==> src/rtl/wishbone_sram_port.sv <==
// Wishbone classic slave that turns single cycles into OpenRAM single-port SRAM
// accesses. One registered csb0 pulse per request, a one-cycle ack, and a
// programmable number of edges between SRAM capture and read-data capture.
module wishbone_sram_port #(
  parameter int unsigned ADDR_WIDTH   = 8,
  parameter int unsigned READ_LATENCY = 1
) (
  input  logic                  wb_clk_i,
  input  logic                  wb_rst_i,
  input  logic                  wbs_stb_i,
  input  logic                  wbs_cyc_i,
  input  logic                  wbs_we_i,
  input  logic [3:0]            wbs_sel_i,
  input  logic [31:0]           wbs_dat_i,
  input  logic [31:0]           wbs_adr_i,
  output logic                  wbs_ack_o,
  output logic [31:0]           wbs_dat_o,
  output logic                  sram_csb0,
  output logic                  sram_web0,
  output logic [3:0]            sram_wmask0,
  output logic [ADDR_WIDTH-1:0] sram_addr0,
  output logic [31:0]           sram_din0,
  input  logic [31:0]           sram_dout0
);

  localparam int unsigned CNT_W = 2;

  typedef enum logic [1:0] {
    S_IDLE  = 2'd0,
    S_REQ   = 2'd1,
    S_RWAIT = 2'd2,
    S_ACK   = 2'd3
  } state_t;

  state_t                r_state;
  logic [CNT_W-1:0]      r_cnt;
  logic                  r_csb;
  logic                  r_web;
  logic [3:0]            r_wmask;
  logic [ADDR_WIDTH-1:0] r_addr;
  logic [31:0]           r_din;
  logic                  r_ack;
  logic [31:0]           r_dat_o;

  logic                  w_req;
  logic                  w_unused_adr;

  // A request needs both the broadcast cycle and this port's gated strobe.
  assign w_req        = wbs_cyc_i & wbs_stb_i;
  // Upper address bits are decoded upstream; byte-lane bits are covered by sel.
  assign w_unused_adr = ^{wbs_adr_i[31:ADDR_WIDTH+2], wbs_adr_i[1:0]};

  // Access sequencer: csb0 pulse, read-latency wait, one-cycle ack, abort on cyc drop.
  always_ff @(posedge wb_clk_i or negedge wb_rst_i) begin
    if (!wb_rst_i) begin
      r_state <= S_IDLE;
      r_cnt   <= '0;
      r_csb   <= 1'b1;
      r_web   <= 1'b1;
      r_wmask <= '0;
      r_addr  <= '0;
      r_din   <= '0;
      r_ack   <= 1'b0;
      r_dat_o <= '0;
    end else begin
      r_csb <= 1'b1;
      r_ack <= 1'b0;
      case (r_state)
        S_IDLE: begin
          if (w_req) begin
            r_addr  <= wbs_adr_i[ADDR_WIDTH+1:2];
            r_din   <= wbs_dat_i;
            r_wmask <= wbs_sel_i;
            r_web   <= ~wbs_we_i;
            r_csb   <= 1'b0;
            r_state <= S_REQ;
          end
        end
        S_REQ: begin
          if (!wbs_cyc_i) begin
            r_state <= S_IDLE;
          end else if (!r_web) begin
            r_ack   <= 1'b1;
            r_state <= S_ACK;
          end else begin
            r_cnt   <= CNT_W'(READ_LATENCY - 1);
            r_state <= S_RWAIT;
          end
        end
        S_RWAIT: begin
          if (!wbs_cyc_i) begin
            r_state <= S_IDLE;
          end else if (r_cnt == '0) begin
            r_dat_o <= sram_dout0;
            r_ack   <= 1'b1;
            r_state <= S_ACK;
          end else begin
            r_cnt <= r_cnt - CNT_W'(1);
          end
        end
        S_ACK: begin
          // A strobe still held high here is the tail of the cycle just acked.
          r_state <= S_IDLE;
        end
        default: begin
          r_state <= S_IDLE;
        end
      endcase
    end
  end

  assign wbs_ack_o   = r_ack;
  assign wbs_dat_o   = r_dat_o;
  assign sram_csb0   = r_csb;
  assign sram_web0   = r_web;
  assign sram_wmask0 = r_wmask;
  assign sram_addr0  = r_addr;
  assign sram_din0   = r_din;

endmodule

==> config.mk <==
export PLATFORM = sky130hd
export DESIGN_NAME = wishbone_sram_port
export DESIGN_NICKNAME = d
export VERILOG_FILES = /design/src/rtl/wishbone_sram_port.sv
export SDC_FILE = /design/constraint.sdc
export NUM_CORES = 1
export LEC_CHECK = 0
export ABC_AREA = 1
export CORE_MARGIN = 5
export CORE_UTILIZATION = 44
export CTS_CLUSTER_SIZE = 10
export DETAILED_ROUTE_END_ITERATION = 8
export PLACE_DENSITY = 0.93
export RECOVER_POWER = 25
export SETUP_SLACK_MARGIN = 0.05
export SYNTH_ARGS = -nofsm -noshare
export SYNTH_HDL_FRONTEND = slang
export SYNTH_SLANG_ARGS = --single-unit
==> constraint.sdc <==
create_clock -name wb_clk_i -period 4.6 [get_ports wb_clk_i]
set_clock_uncertainty 0.15 [all_clocks]
set_input_delay 0.92 -clock wb_clk_i [delete_from_list [all_inputs] [get_ports wb_clk_i]]
set_output_delay 0.92 -clock wb_clk_i [all_outputs]
set_load 0.05 [all_outputs]
== Yosys cells after proc, flatten, opt, wreduce, memory -nomap -nowiden ==
Cells that the tools add are included.

* Add/subtract/negate cells: 1
* Eq/ne operators: 9
* Muxes and demuxes: 18
* Bitwise gates (word level): 2
* Reductions and logical operators: 7

{| class="wikitable"
|+ Operator list
! cell !! number
|-
| 2-to-1 mux 2 bit || 8
|-
| != test 2 bit (second input constant) || 5
|-
| case mux 2 bit (4 select lines) || 1
|-
| 2-to-1 mux 1 bit || 7
|-
| AND reduction 5 bit || 1
|-
| equality test 2 bit (second input constant) || 2
|-
| zero test 2 bit || 2
|-
| case mux 2 bit (2 select lines) || 1
|-
| AND reduction 2 bit || 2
|-
| != test 3 bit (second input constant) || 1
|-
| AND reduction 3 bit || 1
|-
| equality test 2 x 1 -> 1 bit (second input constant) || 1
|-
| case mux 1 bit (2 select lines) || 1
|-
| nonzero test 2 bit || 1
|-
| subtractor 2 x 1 -> 2 bit (second input constant) || 1
|-
| bitwise AND 1 bit || 1
|-
| NOT 1 bit || 1
|}

* Register bits after elaboration: 83
* Input port bits: 105
* Output and inout bits: 79
* Logic and storage cells: 46

== Longest topological paths before layout ==
Gate-level depths: netlist of run 1.

* Depth after elaboration: 4
* Gate-level depth with buffers: 8

== Worst setup path before layout of run 1 ==
No wires, ideal clock.

* Path type: input port to flip-flop
* Start: in wbs_cyc_i
* End: reg r_din[0], in the netlist sram_din0[0]
* Library setup time: 0.120 ns
* Data arrival time: 1.487 ns
* Required time: 4.330 ns
* Setup slack: 2.843 ns
* Stages on the path: 5
* Path buffers: 2
* Cells stage by stage: buf_6 > nand3_4 > buf_4 > nand2_1 > o21ai_2

* Cells in the longest elaborated chain, start to end: 2

{| class="wikitable"
|+ Ends and longest elaborated chain
! what !! RTL line !! source
|-
| start: declaration || 11 || <nowiki>input logic wbs_cyc_i,</nowiki>
|-
| bitwise AND 1 bit || 49 || <nowiki>assign w_req = wbs_cyc_i & wbs_stb_i;</nowiki>
|-
| AND reduction 2 bit (no source line) || n/a ||
|-
| end signal: assignment || 72 || <nowiki>r_din <= wbs_dat_i;</nowiki>
|-
| end: declaration || 41 || <nowiki>logic [31:0] r_din;</nowiki>
|}

No other way between the ends.
A chain may end at the register's enable or synchronous reset.

== Worst setup path after layout of run 1 ==
* Start: reg r_web, in the netlist sram_web0
* End: out sram_web0

{| class="wikitable"
|+ RTL lines
! what !! RTL line !! source
|-
| start: declaration || 38 || <nowiki>logic r_web;</nowiki>
|-
| start signal: assignment || 74 || <nowiki>r_web <= ~wbs_we_i;</nowiki>
|-
| end: declaration || 19 || <nowiki>output logic sram_web0,</nowiki>
|}

No word-level cell between the ends.

==> flow_summary.ini, run 1 <==
[critical_path]
timing.critical_path.cells = clkdlybuf4s50_1
path_buf_inv = 1
worstPathRequired_ns = 3.53
r2r_end = sram_din0[29]
path_max_fanout = 4
rr_worst_depth = 6
cp.arrival_ns = 1.73
rr_startpoint = r_state[0]
worstSetupEndpointType = primary output
worstSetupStartpointType = flop
rrSetupSlack_ns = 2.35
critPathKind = reg2out
critical-path-slowest-cell = clkdlybuf4s50_1
critPathMaxStageDelay_ns = 0.81
cp_top_family = buffers and inverters

[global_route]
antenna_found_initial = 0
grtUsageTotal_pct = 17.51
grt_util_met3_pct = 6.612
grt_max_degree = 84
overflow = 0
top_usage_layer = met2
grt_use_met2_pct = 29.88
grt_pass1_wl_um = 14260
grt_pass1_vias = 3007
grt_use_met1_pct = 20.13

[timing]
fin_tns_setup_ns = 0
period_needed_ns = 2.796
worst_pin_slew_ns = 2.004
relSlewSlack_pct = -33.63
rsz0062_at_grt = false
maxSlewViolCount = 84
fmax_ghz = 0.3577
hold_viol_final = 0
setup_viol = 0
fin_crit_sh_pct = 60.78

[synth]
ys_ff_latch = 83
mappedNetlistArea_um2 = 3705
synth_top_family_by_area = compound AO/OA/AOI/OAI gates
synth_compound_area_share_pct = 17.43
synth_top_area_share_pct = 54.71
synthAdderAreaFrac_pct = 1.689
synthSimpleGateAreaFrac_pct = 11.38
syn_nets = 483
synth_edf_count = 0
netlist_top_cells_area = dfrtp_1 55%, o21ai_2 15%, nand2_1 9.3%, inv_1 8.6%, buf_6 4.6%
synth_xor_area_share_pct = 0
syn_inst = 373
synth_cell_type_count = 16
synth-async-reset-ratio_pct = 100.0
ys_top_cells_by_count = 92 x nand2_1, 85 x inv_1, 81 x dfrtp_1
yosysMostFrequentCell = nand2_1
synthMuxAreaShare_pct = 0
ys_seq_area_share_pct = 56.13
synth_warnings = 0
synthFlopType = dfrtp_1
synth.avg_cell_area_um2 = 9.932
yosys.area.top_type = dfrtp_1

[clock_network]
cts_hold_buf = 0
cts_buffer_depth = 2
post-cts-setup-buffers = 0
clk_latency_ns = 0.34
cts-htree-levels = 3
tritoncts = done
cts_resized = 0
root_buffer = clkbuf_8
clk_pin_slew_worst_paths_ns = 0.09
cts_sinks = 83
cts_made_buffers = 9

[floorplanning]
num_io_pins = 184
initial_core_util_pct = 45.09
dieArea_um2 = 10360
die_y_um = 101.8
row_count = 33
core_area_um2 = 8217
die_width_um = 101.8

[hold_path]
min_to = sram_din0[7]
worstHoldPathCells = 2
hold_path_class = reg2reg
min_from = sram_din0[7]

[cells_and_area]
postLayoutCellArea_um2 = 5466
fin_nets = 639
n_fill_cell = 636
area_growth_pct = 47.55
stdcell_count = 639
diodes = 0
drive_gt1_share_pct = 15.73

[run]
drv_cap = 1

[power]
peakVddDrop_mv = 0.3791
powerDensity_nw_per_um2 = 785.2
p_leak_nw = 2.692

[placement]
portBuffers = 159
gp_congestion = 0.8531
hpwlAfterDp_um = 6627
dpl.cell_count = 623
place_area_um2 = 5264

[routing]
drt_first_iter_violations = 75
wire_per_inst_um = 13.58
vias = 2910
dr.pass1.iters = 4
drc = 0
via_per_inst = 4.554
totalWireLength_um = 8680
ant_nets = 0

[status]
violations = capacitance limit, slew limit
status = finished with violations
==> power by group <==
group	leakage [nW]	internal [mW]	total (mW)	switching, mW
clock network	0.0986	0.280	0.532	0.252
logic	1.55	0.838	2.52	1.68
registers	1.04	1.06	1.24	0.181
total	2.69	2.18	4.29	2.11
==> tightest hold or removal path, stage by stage, from the launching register on <==
cell	delay, ns
dfrtp_1	0.34
nand2_1	0.06
o21ai_2	0.05
==> layout by cell type, fill, tap and decap left out, drive strengths merged <==
| master | netlist | routed |
|---|---|---|
| clkdlybuf4s50 | 0 | 158 |
| nand2 | 92 | 92 |
| inv | 85 | 85 |
| dfrtp | 81 | 81 |
| o21ai | 81 | 81 |
| clkbuf | 0 | 13 |
| ha | 5 | 5 |
| nand3 | 4 | 4 |
| nor2 | 3 | 3 |
| nand4 | 2 | 2 |
| clkinvlp | 0 | 2 |
| buf | 16 | 2 |
| dfstp | 2 | 2 |
| a211oi | 1 | 1 |
| nand3b | 1 | 1 |
| bufinv | 0 | 1 |
| clkinv | 0 | 1 |
==> per-layer routing <==
layer	wire length, µm	vias up	part of all wire, %
met5	0	-	0
met4	94	0	1.1
met3	956	8	11
met2	4420	118	51
met1	3208	1347	37
li1	-	1437	-
==> sequential cells by signal (all words and copies together), names as in the netlist <==
signal and cells:
sram_wmask0 4, sram_csb0 1, sram_web0 1, wbs_ack_o 1, sram_addr0 8, r_cnt 2
sram_din0 32, wbs_dat_o 32, r_state 2
==> metrics by stage <==
step / worst slack [ns] / utilization (%) / power (mW) / hold WS [ns]
after floorplan: 2.843 / - / 2.957 / 0.2919
after global placement: 1.565 / 64.06 / 3.714 / 0.3110
after detailed placement: 1.520 / 64.06 / 3.795 / 0.3169
after CTS: 1.785 / 66.56 / 4.342 / 0.3381
after global routing: 1.636 / 66.53 / 4.536 / 0.3468
final: 1.804 / 66.53 / 4.292 / 0.3336
==> worst max-delay path by stage <==
stage,startpoint,to,slack [ns],cells after the start
after floorplan,wbs_cyc_i,sram_din0[0],2.84,5
after global placement,wbs_cyc_i,sram_addr0[0],1.57,5
after detailed placement,wbs_cyc_i,sram_addr0[0],1.52,5
after CTS,sram_web0,sram_web0,1.79,1
after global routing,wb_rst_i,sram_din0[14],1.64,1
final,sram_web0,sram_web0,1.80,1
==> cells by family after synthesis <==
logic type                 after synthesis
AOI/OAI and AO/OA                       82
adders and majority gates                5
buffers and inverters                  101
DFF                                     83
and+or+nand+nor                        102
==> cell type report <==
cell class                      count  area, µm²  share of cell area, %
Clock buffer                       12      155.1                  2.838
Clock inverter                      4      50.05                 0.9155
Inverter                           85      319.1                  5.837
Multi-Input combinational cell    189       1130                  20.67
Sequential cell                    83       2079                  38.04
Tap cell                          105      131.4                  2.403
Timing Repair Buffer              161       1602                  29.30
No activity file was read; power rests on OpenSTA's default activity.
==> run 2: changes to the inputs <==
CORE_UTILIZATION = 40   (was 44)
PLACE_DENSITY = 0.86   (was 0.93)
clock period = 2.9 ns   (was 4.6 ns; I/O delays follow)
==> run 2 against run 1 <==
The flow still finishes with violations (capacitance limit, slew limit). Global-route usage down 1.6 points. Die area is 9.0% higher. Sequential power grew 58%. Wire length decreased by 0.70%. Flip-flop and latch count did not move. First-iteration DRC count fell by 11%. Critical path depth unchanged. Sequential share of layout area decreased by 0.38 points. Design area increased by 1.0%. Largest cell class unchanged. Highest routed layer unchanged.
==> flow_summary.ini, run 2 (synthesized netlist as in run 1, its figures left out) <==
[run]
drv_cap = 1

[critical_path]
critPathMaxStageDelay_ns = 0.82
critPathKind = reg2out
worstSetupEndpointType = primary output
worstPathRequired_ns = 2.17
timing.critical_path.cells = clkdlybuf4s50_1
cp.arrival_ns = 1.73
worstSetupStartpointType = flop
critical-path-slowest-cell = clkdlybuf4s50_1
cp_top_family = buffers and inverters
path_buf_inv = 1
path_max_fanout = 4

[status]
violations = capacitance limit, slew limit
status = finished with violations

[cells_and_area]
regArea_um2 = 2079
drive_gt1_share_pct = 16.23
layout_commonest_cell = clkdlybuf4s50_1
final_cell_mix = 158 x clkdlybuf4s50_1, 92 x nand2_1, 85 x inv_1, 81 x dfrtp_1, 62 x o21ai_2
area_growth_pct = 49.04
fin_nets = 641
n_fill_cell = 758
multi_input_area_um2 = 1130
diodes = 0

[timing]
setup_viol = 0
worst_pin_slew_ns = 2.009
hold_viol_final = 0
fin_tns_setup_ns = 0
relSlewSlack_pct = -33.92
maxSlewViolCount = 84
fin_crit_sh_pct = 84.77
fmax_ghz = 0.4068
period_needed_ns = 2.458
rsz0062_at_grt = false

[power]
peakVddDrop_mv = 0.5983
p_total_mw = 6.830
powerDensity_nw_per_um2 = 1237
p_leak_nw = 2.716

[clock_network]
clk_pin_slew_worst_paths_ns = 0.09
cts_hold_buf = 0
cts_resized = 0
cts_buffer_depth = 2
tritoncts = done
cts-htree-levels = 3
cts_made_buffers = 9
post-cts-setup-buffers = 0
root_buffer = clkbuf_8
cts_sinks = 83
clk_latency_ns = 0.34

[routing]
drc = 0
wire_per_inst_um = 13.32
vias = 2885
via_per_inst = 4.459
dr.pass1.iters = 4
ant_nets = 0
totalWireLength_um = 8619
drt_first_iter_violations = 67

[hold_path]
hold_path_class = reg2reg

[global_route]
grtUsageTotal_pct = 15.95
grt_pass1_vias = 3017
grt_pass1_wl_um = 14500
overflow = 0
antenna_found_initial = 0
grt_max_degree = 84

[floorplanning]
die_y_um = 106.2
initial_core_util_pct = 40.48
num_io_pins = 184
core_area_um2 = 9153
row_count = 35
dieArea_um2 = 11290
die_width_um = 106.2

[placement]
hpwlAfterDp_um = 6508
portBuffers = 159
gp_congestion = 0.8271
## run 2: final cells by class
class	instances	area share (%)
Tap cell	111	2.515
Inverter	85	5.778
Sequential cell	83	37.66
Clock inverter	7	1.382
Multi-Input combinational cell	189	20.46
Clock buffer	9	2.243
Timing Repair Buffer	163	29.96
## run 2: where the power goes
part | total (mW) | internal, mW | switching [mW]
clock network | 0.838 | 0.404 | 0.434
logic | 4.03 | 1.36 | 2.67
registers | 1.96 | 1.68 | 0.280
## run 2: stage by stage
stage	instance area [µm²]	hold slack [ns]	worst slack (ns)	util, %	std cells
after floorplan	3705	0.1344	1.449	-	373
after global placement	5324	0.3109	0.5681	58.17	631
after detailed placement	5324	0.3161	0.5419	58.17	631
after CTS	5524	0.2857	0.4130	60.36	647
after global routing	5522	0.3492	0.3101	60.33	647
final	5522	0.3308	0.4416	60.33	647
## run 2: final timing paths
kind | from | to | slack, ns | cells after the start
max in group asynchronous | wb_rst_i | sram_din0[27] | 0.77 | 1
worst min-delay path | r_cnt[1] | r_cnt[1] | 0.33 | 2
min in group asynchronous | wb_rst_i | wbs_ack_o | 0.64 | 1
worst max register to register | r_state[0] | wbs_dat_o[2] | 1.01 | 6
worst min register to register | r_cnt[1] | r_cnt[1] | 0.33 | 2
worst max-delay path | sram_web0 | sram_web0 | 0.44 | 1
## run 2: per-layer routing
metal	track usage [%]	part of all wire, %	vias to the layer above
met4	6.568	1.9	0
met2	27.10	50	102
met5	0	0	-
met1	18.05	39	1323
met3	5.889	8.7	16
li1	-	-	1444
==> run 3: changes to the inputs <==
clock period = 2.52 ns   (was 2.9 ns; I/O delays follow)
==> run 3 against run 2 <==
The run now ends clean. Wire length is 0.20% higher. Total power up 17%. Via count decreased by 0.55%. Non-clock buffer count grew 2. Hold slack improved by 0.0043 ns. Clock power increased by 30%. Flip-flop and latch count did not move. Combinational power increased by 15%. Sequential power up 15%. Worst setup slack got worse by 0.31 ns. Die area unchanged. Global-route usage fell by 0.093 points. Critical path type unchanged. Largest power group unchanged.
==> flow_summary.ini, run 3 (synthesized netlist as in run 1, its figures left out) <==
[critical_path]
worstSetupStartpointType = flop
cp_top_family = buffers and inverters
path_buf_inv = 1
r2r_end = sram_din0[25]
rr_startpoint = r_state[0]
cp.arrival_ns = 1.73
rrSetupSlack_ns = 0.63
critical-path-slowest-cell = clkdlybuf4s50_1
rr_worst_depth = 6
critPathMaxStageDelay_ns = 0.82
timing.critical_path.cells = clkdlybuf4s50_1
worstPathRequired_ns = 1.87
critPathKind = reg2out
path_max_fanout = 4
worstSetupEndpointType = primary output

[clock_network]
clk_pin_slew_worst_paths_ns = 0.09
tritoncts = done
cts_made_buffers = 9
cts_sinks = 83
clk_latency_ns = 0.34
cts-htree-levels = 3
root_buffer = clkbuf_8
cts_buffer_depth = 2
cts_resized = 0

[placement]
gp_congestion = 0.7252
hpwlAfterDp_um = 6753
dpl.cell_count = 632
portBuffers = 159
place_area_um2 = 5331

[global_route]
grt_max_degree = 65
grtUsageTotal_pct = 15.85
overflow = 0
grt_pass1_vias = 2996
antenna_found_initial = 0
grt_pass1_wl_um = 14460

[timing]
hold_slack_ns = 0.3352
hold_viol_final = 0
fin_crit_sh_pct = 94.63
relSlewSlack_pct = 34.61
setup_viol = 0
fmax_ghz = 0.4193
fin_tns_setup_ns = 0
worst_pin_slew_ns = 0.9808
maxSlewViolCount = 0
period_needed_ns = 2.385
rsz0062_at_grt = false

[cells_and_area]
area_growth_pct = 50.05
post-route-util_pct = 60.74
diodes = 0
drive_gt1_share_pct = 15.99
final_cell_mix = 157 x clkdlybuf4s50_1, 92 x nand2_1, 85 x inv_1, 81 x dfrtp_1, 61 x o21ai_2
fin_nets = 643
layout_commonest_cell = clkdlybuf4s50_1
postLayoutCellArea_um2 = 5559
stdcell_count = 649
n_fill_cell = 780

[floorplanning]
initial_core_util_pct = 40.48
core_area_um2 = 9153
die_width_um = 106.2
row_count = 35
die_y_um = 106.2
dieArea_um2 = 11290
num_io_pins = 184

[hold_path]
min_from = sram_addr0[3]
hold_path_class = reg2reg
min_to = sram_addr0[3]
worstHoldPathCells = 2

[routing]
totalWireLength_um = 8636
via_per_inst = 4.421
drt_first_iter_violations = 93
ant_nets = 0
vias = 2869
dr.pass1.iters = 4
drc = 0
wire_per_inst_um = 13.31

[status]
status = completed

[power]
peakVddDrop_mv = 0.7735
powerDensity_nw_per_um2 = 1433
p_leak_nw = 2.741

[run]
drv_cap = 0
## run 3: cell type report
class	count	area [µm²]	area share (%)
timing repair buffer	165	1672	30.07
clock inverter	5	85.08	1.530
clock buffer	11	151.4	2.723
sequential	83	2079	37.41
inverter	85	319.1	5.739
tap	111	138.9	2.498
multi-input combinational	189	1114	20.03
## run 3: how the worst max path moves through the flow
stage	from	end	slack [ns]	cells after the start
floorplan	r_state[0]	r_cnt[0]	1.07	6
global placement	wbs_cyc_i	sram_addr0[1]	0.44	5
detailed placement	wbs_cyc_i	sram_din0[6]	0.41	5
CTS	sram_web0	sram_web0	0.11	1
global route	sram_web0	sram_web0	0.08	1
finish	sram_web0	sram_web0	0.14	1
## run 3: metrics by stage
step | power (mW) | setup WS [ns]
final | 7.969 | 0.1352
after global routing | 8.404 | 0.07554
after CTS | 8.092 | 0.1053
after detailed placement | 6.966 | 0.4077
after global placement | 6.825 | 0.4429
after floorplan | 5.398 | 1.069
## run 3: power breakdown
| part | switching (mW) | leakage (nW) | internal, mW |
|---|---|---|---|
| logic | 3.08 | 1.58 | 1.55 |
| clock network | 0.477 | 0.116 | 0.616 |
| registers | 0.315 | 1.04 | 1.93 |
## run 3: what timing repair did
item,4_1_cts,5_1_grt
endpoints found under the hold margin,38,0
hold buffers,1,0
setup buffers,0,0
endpoints found under the setup margin,0,0
## run 3: worst reg2reg max path, stage by stage (launching register included)
cell and delay, ns:
dfrtp_1 0.41, inv_1 0.11, ha_1 0.22, nand3_1 0.35, buf_12 0.35, nand2_1 0.13, o21ai_2 0.05
## run 3: metal layers
layer  track usage (%)  up-vias  wire, µm
met5                 0        -         0
met4             5.365        0       136
met3             5.586       12       710
met2             28.24       94      4413
met1             17.50     1320      3375
li1                  -     1443         -
